$ cat src/rtl/rrc_interpolator.sv
// 4x polyphase root-raised-cosine interpolator: one symbol in every four clocks,
// one shaped, saturated 12-bit sample out every clock.
module rrc_interpolator (
    input  logic               clk,
    input  logic               rst,
    input  logic signed [11:0] in_data,
    input  logic               in_valid,
    output logic               in_ready,
    output logic signed [11:0] out_data,
    output logic               out_valid,
    output logic               underflow
);

    localparam int NumTaps   = 21;
    localparam int Interp    = 4;
    localparam int PadTaps   = 24;
    localparam int TapsPerPh = PadTaps / Interp;

    localparam logic signed [13:0] H [NumTaps] = '{
        -14'sd86,   14'sd89,   14'sd245,  14'sd89,   -14'sd433, -14'sd906,
        -14'sd613,  14'sd906,  -14'sd16,  14'sd5632, 14'sd6570, 14'sd5632,
        -14'sd16,   14'sd906,  -14'sd613, -14'sd906, -14'sd433, 14'sd89,
        14'sd245,   14'sd89,   -14'sd86
    };

    // Taps beyond the prototype length are the zero padding.
    function automatic logic signed [13:0] coef(input logic [4:0] idx);
        if (int'(idx) < NumTaps) begin
            coef = H[idx];
        end else begin
            coef = '0;
        end
    endfunction

    logic        [1:0]  ph_q, ph_d;
    logic signed [11:0] s_q [TapsPerPh];
    logic signed [11:0] s_d [TapsPerPh];
    logic signed [11:0] out_data_q, out_data_d;
    logic               out_valid_q;
    logic               underflow_q, underflow_d;

    logic signed [25:0] prod;
    logic signed [28:0] acc;
    logic signed [16:0] shifted;
    logic        [4:0]  tap_idx;

    always_comb begin
        ph_d        = ph_q + 2'd1;
        s_d         = s_q;
        underflow_d = 1'b0;
        if (ph_q == 2'd3) begin
            for (int k = TapsPerPh - 1; k > 0; k--) begin
                s_d[k] = s_q[k-1];
            end
            s_d[0]      = in_valid ? in_data : 12'sd0;
            underflow_d = ~in_valid;
        end
    end

    // Sum of h[4k+ph]*s[k]; 29 bits cannot overflow for 12x14-bit products.
    always_comb begin
        acc     = '0;
        prod    = '0;
        tap_idx = '0;
        for (int k = 0; k < TapsPerPh; k++) begin
            tap_idx = 5'(k * Interp) + 5'(ph_q);
            prod    = 26'(coef(tap_idx)) * 26'(s_q[k]);
            acc     = acc + 29'(prod);
        end
        shifted = 17'(acc >>> 12);
        if (shifted > 17'sd2047) begin
            out_data_d = 12'sd2047;
        end else if (shifted < -17'sd2048) begin
            out_data_d = -12'sd2048;
        end else begin
            out_data_d = shifted[11:0];
        end
    end

    always_ff @(posedge clk) begin
        if (rst) begin
            ph_q        <= '0;
            s_q         <= '{default: '0};
            out_data_q  <= '0;
            out_valid_q <= 1'b0;
            underflow_q <= 1'b0;
        end else begin
            ph_q        <= ph_d;
            s_q         <= s_d;
            out_data_q  <= out_data_d;
            out_valid_q <= 1'b1;
            underflow_q <= underflow_d;
        end
    end

    assign in_ready  = (ph_q == 2'd3);
    assign out_data  = out_data_q;
    assign out_valid = out_valid_q;
    assign underflow = underflow_q;

endmodule

$ cat config.mk
export PLATFORM = sky130hd
export DESIGN_NAME = rrc_interpolator
export DESIGN_NICKNAME = d
export VERILOG_FILES = /design/src/rtl/rrc_interpolator.sv
export SDC_FILE = /design/constraint.sdc
export NUM_CORES = 2
export LEC_CHECK = 0
export CORE_UTILIZATION = 60
export DETAILED_ROUTE_END_ITERATION = 10
export GPL_TIMING_DRIVEN = 0
export PLACE_DENSITY = 0.79
export SETUP_SLACK_MARGIN = 0.3
export SLEW_MARGIN = 30
export SYNTH_ARGS = -nofsm -noshare
export SYNTH_HDL_FRONTEND = slang
export SYNTH_SLANG_ARGS = --single-unit
export TNS_END_PERCENT = 1
$ cat constraint.sdc
create_clock -name clk -period 9.6 [get_ports clk]
set_clock_uncertainty 0.1 [all_clocks]
set_input_delay 0.96 -clock clk [delete_from_list [all_inputs] [get_ports clk]]
set_output_delay 0.96 -clock clk [all_outputs]
set_load 0.02 [all_outputs]
* Yosys cells after proc, flatten, opt, wreduce, memory -nomap -nowiden
Memories as Yosys holds them, arrays and structs flattened.
Index checks and enable logic that the tools add are counted.
** Cells by class
- $add $sub $neg :: 11
- Multipliers :: 6
- Magnitude comparators :: 14
- Equal/unequal tests :: 1
- Multiplexer cells :: 22
- Bitwise operators :: 8
- Reduce and logical (&&, ||, !) cells :: 2
** Operators by type and width (number)
- two-way mux 14 bit :: 18
- multiplier 14 x 12 -> 26 bit :: 6
- adder 29 x 26 -> 29 bit :: 2
- greater-or-equal comparator 6 bit (second input constant) :: 6
- adder 28 x 26 -> 29 bit :: 1
- adder 27 x 26 -> 28 bit :: 1
- adder 26 x 26 -> 27 bit :: 1
- two-way mux 12 bit :: 2
- NOT 5 -> 6 bit :: 4
- < comparator 5 bit (second input constant) :: 4
- greater-than comparator 17 x 12 -> 1 bit (second input constant) :: 1
- < comparator 17 x 12 -> 1 bit (second input constant) :: 1
- two-way mux 11 bit :: 1
- adder 4 x 2 -> 5 bit (first input constant) :: 2
- adder 5 x 2 -> 5 bit (first input constant) :: 2
- NOT 2 -> 6 bit :: 1
- NOT 4 -> 6 bit :: 1
- < comparator 2 x 5 -> 1 bit (second input constant) :: 1
- < comparator 4 x 5 -> 1 bit (second input constant) :: 1
- adder 3 x 2 -> 4 bit (first input constant) :: 1
- OR reduction 2 bit :: 2
- adder 2 x 1 -> 2 bit (second input constant) :: 1
- equality test 2 bit (second input constant) :: 1
- NOT 1 bit :: 2
- two-way mux 1 bit :: 1
** Word-level totals
- Register bits after elaboration :: 88
- ROM bits :: 2688
- Bits of input ports :: 15
- Output and inout port bits :: 15
- Logic and storage cells :: 81
- Memories kept :: 6
** Memories
- (no name shown) :: words 32, width 14, read ports 1, clocked after memory_dff 0, write ports 0, line 29 : coef = H[idx];
- (no name shown) :: words 32, width 14, read ports 1, clocked after memory_dff 0, write ports 0, line 29
- (no name shown) :: words 32, width 14, read ports 1, clocked after memory_dff 0, write ports 0, line 29
- (no name shown) :: words 32, width 14, read ports 1, clocked after memory_dff 0, write ports 0, line 29
- (no name shown) :: words 32, width 14, read ports 1, clocked after memory_dff 0, write ports 0, line 29
- (no name shown) :: words 32, width 14, read ports 1, clocked after memory_dff 0, write ports 0, line 29

* Logic depth before layout (Yosys ltp)
- Word-level depth :: 15
- Mapped depth :: 37
- Mapped depth without buffers :: 33

* Worst setup path after synthesis
No wires, ideal clock.
- Path type :: reg2reg
- Start :: reg ph_q[1]
- End :: reg out_data_q[10], in the netlist out_data[10]
- Library setup time :: 0.083 ns
- Data arrival time :: 9.716 ns
- Required time :: 9.417 ns
- Path slack :: -0.299 ns
- Stages on the path, launching flop included :: 36
- Path buffers :: 6
- Period minus slack after synthesis :: 9.899 ns
- Cells stage by stage :: dfxtp_1 > inv_1 > clkbuf_1 > ha_1 > clkbuf_1 > clkbuf_1 > clkbuf_1 > o21ai_0 > fa_1 > fa_1 > inv_1 > fa_1 > inv_1 > fa_1 > inv_1 > fa_1 > inv_1 > fa_1 > inv_1 > fa_1 > fa_1 > fa_1 > inv_1 > fa_1 > inv_1 > ha_1 > buf_6 > a2111oi_2 > o31a_2 > nand4b_4 > o21a_2 > xnor2_1 > or4b_1 > o32a_1 > buf_6 > o31ai_4
** Between the ends
- Cells in the longest elaborated chain, start to end :: 15
- Elaborated cells between the ends (all ways) :: 56
- Those cells by class :: 10 x add/sub; 6 x mul; 8 x order compare; 20 x mux; 6 x bitwise; 6 x memory
** RTL lines
- start: declaration :: line 35 : logic [1:0] ph_q, ph_d;
- start signal: assignment :: line 88 : ph_q <= ph_d;
- adder 3 x 2 -> 4 bit :: line 66 : tap_idx = 5'(k * Interp) + 5'(ph_q);
- NOT 4 -> 6 bit (implied by the code) :: line 29
- memory (32 x 14 bit)
- two-way mux 14 bit (implied by the code) (2 in a row) :: line 29
- two-way mux 14 bit :: line 28 : if (int'(idx) < NumTaps) begin
- multiplier 14 x 12 -> 26 bit :: line 67 : prod = 26'(coef(tap_idx)) * 26'(s_q[k]);
- adder 26 x 26 -> 27 bit :: line 68 : acc = acc + 29'(prod);
- adder 27 x 26 -> 28 bit :: line 68
- adder 28 x 26 -> 29 bit :: line 68
- adder 29 x 26 -> 29 bit :: line 68
- adder 29 x 26 -> 29 bit (*) :: line 68
- < comparator 17 x 12 -> 1 bit :: line 73 : end else if (shifted < -17'sd2048) begin
- two-way mux 12 bit :: line 73
- two-way mux 11 bit (*) :: line 71 : if (shifted > 17'sd2047) begin
- end signal: assignment :: line 90 : out_data_q <= out_data_d;
- end: declaration :: line 38 : logic signed [11:0] out_data_q, out_data_d;
Every way passes the cells marked *; elsewhere a longest branch is shown, timed or not. The select of a mux whose other input is x is not followed.
A chain may end at the register's enable or synchronous reset.

* Final worst setup path
Ends and elaborated chain as after synthesis.

==> impl_metrics.tcl <==
set metrics [dict create \
    cts.clk_slew.worst_paths_ns 0.08 \
    die_w_microns 233 \
    leakage_nw 19.1 \
    post_drt_wl_per_cell_microns 21.3 \
    fin_setup_tns_ns -2.94 \
    cts_made_buffers 9 \
    synth_area_sq_um 31900 \
    synth.distinct_cells 54 \
    post-route-period-util_pct 103 \
    nets 4473 \
    p_sw_uw 564 \
    synthFlopType "dfxtp_1" \
    setup.worst_path.start_class "register" \
    dp_hpwl_microns 71400 \
    chipHeight_microns 233 \
    syn2layout_area_growth_pct 8.73 \
    fin_ws_ns -0.304 \
    finalHoldViolations 0 \
    ys_top_cells_by_area "fa_1 (57%), inv_1 (13%), ha_1 (10%)" \
    crit_type "register to register" \
    cts_tree "yes" \
    drv_slew 0 \
    endpoint "out_data[10]" \
    gr-total-overflow 0 \
    r2r_start "ph_q[1]" \
    design_area_sq_um 34700 \
    irDropWorstVdd_mv 0.125 \
    synthCells 3167 \
    ys_warn_count 0 \
    synth_seq_area_share_pct 5.52 \
    combPwrFrac_pct 41.8 \
    status "complete, but fails checks" \
    dieArea_sq_um 54100 \
    clkPwrFrac_pct 29.9 \
    viasPerCell 5.30 \
    worstMarginPinSlew_ns 1.03 \
    placementRows 84 \
    track_usage_pct 34.2 \
    synth_top_area_share_pct 57.4 \
    finish.utilization_pct 66.1 \
    instances_no_fill 3971 \
    cp_common_cell "fa_1" \
    fin_crit_ns 9.90 \
    drive_above_1_share_pct 7.89 \
    violations "setup timing" \
    drc 0 \
    vias 21051 \
    core_area_sq_um 52600 \
    seqCellArea_sq_um 1770 \
    grt_max_degree 17 \
    fin_hold_ws_ns 0.400 \
    cp_max_fo 6 \
    drt_wl_total_microns 84500 \
    end_kind "register" \
    place_inst 3885 \
    required_ns 9.80 \
    setup_viol 11 \
    fillerInstances 4008 \
    antenna_found_initial 3 \
    relSlewSlack_pct 31.2 \
    crit_arrival_ns 10.11 \
    dr.pass1.iters 5 \
    multiInputGateArea_sq_um 26000 \
    drtIter0Drc 1581 \
    io_buffers 28 \
    cts_sinks 88 \
    ys_seq_elements 88 \
    async_reset_ff_share_pct 0 \
    powerDensity_nw_per_um2 40.9 \
    hp-class "register to register" \
    fmax_ghz 0.101 \
    cp_slowest_stage_delay_ns 0.62 \
    dpl-instance-area_sq_um 33100 \
    synth_area_leader_cell "fa_1" \
    startpoint "ph_q[1]" \
    reg2reg_to "out_data[10]" \
    gp_congestion 1.03 \
    cap_violations 0 \
    start_util_pct 60.7 \
    reg2reg_slack_ns -0.30 \
    grt_pass1_wl_microns 134000 \
    reg2reg_depth 35 \
    switching_share_pct 39.7 \
    clk_path_buf_depth 2 \
    p_int_uw 856 \
    rsz0062_at_grt "true" \
    cts_max_level 3 \
    slowest_stage "fa_2" \
    root_buffer "clkbuf_16" \
    synth_edf_count 0 \
    grt_pass1_vias 23613 \
    synth_area_per_cell_sq_um 10.1 \
    io_pins 30 \
    clk_latency_ns 0.38 \
    ant_nets 0 \
    seqPwrFrac_pct 28.3 \
]
==> routing by layer <==
layer | up-vias | global-route usage, % | routed length (microns)
met1 | 10827 | 44.5 | 31800
met5 | - | 0.460 | 25
li1 | 9044 | - | -
met4 | 4 | 16.5 | 4900
met2 | 930 | 53.5 | 39800
met3 | 246 | 8.79 | 7990
==> repair_timing <==
item,in CTS,in global routing
hold endpoints to repair,0,0
pin swaps,21,47
setup buffers,30,35
gates resized for setup,139,89
hold buffers,0,0
endpoints found under the setup margin,12,12
cloned,0,4
==> cells in the mapped netlist (all sizes together), types with 4 or more instances <==
cell and count:
ha 265, nor2b 77, a22oi 12, o21a 4, xnor2 24, o21ai 23
dfxtp 88, fa 916, a211oi 5, mux2i 49, nand2 153, buf 8
clkbuf 69, xor2 10, inv 1133, o31ai 5, and2 71, nor2 125
nor3 6, a21oi 29, a21o 11, nand2b 53
==> worst max-delay path: cells and delay by family (launching register included) <==
kind / cells / cell delay [ns]
AOI/OAI and AO/OA: 6 / 1.31
adders and majority gates: 12 / 5.67
buffers and inverters: 14 / 1.33
DFF: 1 / 0.42
and+or+nand+nor: 3 / 0.93
==> state kept, by name, summed over array words and instances, names as in the netlist <==
register	flops
out_data	12
out_valid	1
underflow	1
s_q	72
ph_q	2
==> layout by cell type (no fill, tap or decap), drive strengths merged, types with 3 or more instances in the layout <==
cell type      netlist  final
a211oi               5      5
a21o                11     11
a21oi               29     29
a22oi               12     12
and2                71     71
and3                 3      3
buf                  8     84
clkbuf              69     72
clkdlybuf4s50        0     28
clkinv               2      5
clkinvlp             0      3
conb                 2      4
dfxtp               88     88
fa                 916    916
ha                 265    265
inv               1133   1131
mux2i               49     49
nand2              153    153
nand2b              53     53
nor2               125    125
nor2b               77     77
nor3                 6      6
o21a                 4      4
o21ai               23     23
o31ai                5      5
or2                  3      3
xnor2               24     24
xor2                10     10
==> worst min path at each step <==
stage	startpoint	to	cells past startpoint
floorplan	s_q[10]	s_q[10]	2
global placement	s_q[6]	s_q[6]	2
detailed placement	s_q[6]	s_q[6]	2
CTS	s_q[6]	s_q[6]	2
global route	s_q[8]	s_q[8]	2
finish	s_q[6]	s_q[6]	2
==> power groups by stage <==
stage | logic, mW | clock network [mW] | registers, mW
after floorplan | 0.276 | 0 | 0.432
after global placement | 0.489 | 0 | 0.412
after detailed placement | 0.494 | 0 | 0.412
after CTS | 0.549 | 0.423 | 0.402
after global routing | 0.633 | 0.435 | 0.405
final | 0.594 | 0.424 | 0.402
==> cell type report <==
type / instances / share of cell area, %
diodes: 1 / 0.00721
clock buffers: 10 / 0.660
plain buffers: 77 / 1.65
repair buffers: 97 / 2.47
inverters: 1135 / 12.4
multi-input cells: 1869 / 75.0
well taps: 688 / 2.48
clock inverters: 6 / 0.270
flip-flops and latches: 88 / 5.10
==> per-stage QoR <==
| stage | power (mW) | worst slack (ns) |
|---|---|---|
| 5_1_grt | 1.47 | -0.474 |
| 6_report | 1.42 | -0.304 |
| 3_3_place_gp | 0.901 | -2.26 |
| 2_1_floorplan | 0.709 | 0.307 |
| 3_5_place_dp | 0.906 | -1.88 |
| 4_1_cts | 1.37 | -0.234 |
==> kinds of logic (layout without fill, tap and decap cells) <==
family                     Yosys count  after routing  share of synthesized area [%]
AOI/OAI and AO/OA                  103            103                           2.23
xor gates and xnor gates            34             34                          0.933
muxes                               49             49                           1.54
adders and majority gates         1181           1181                           67.8
other                                2              5                         0.0235
DFF                                 88             88                           5.52
and+or+nand+nor                    498            498                           7.63
buffers and inverters             1212           1325                           14.3
(Power assumes the default switching activity.)
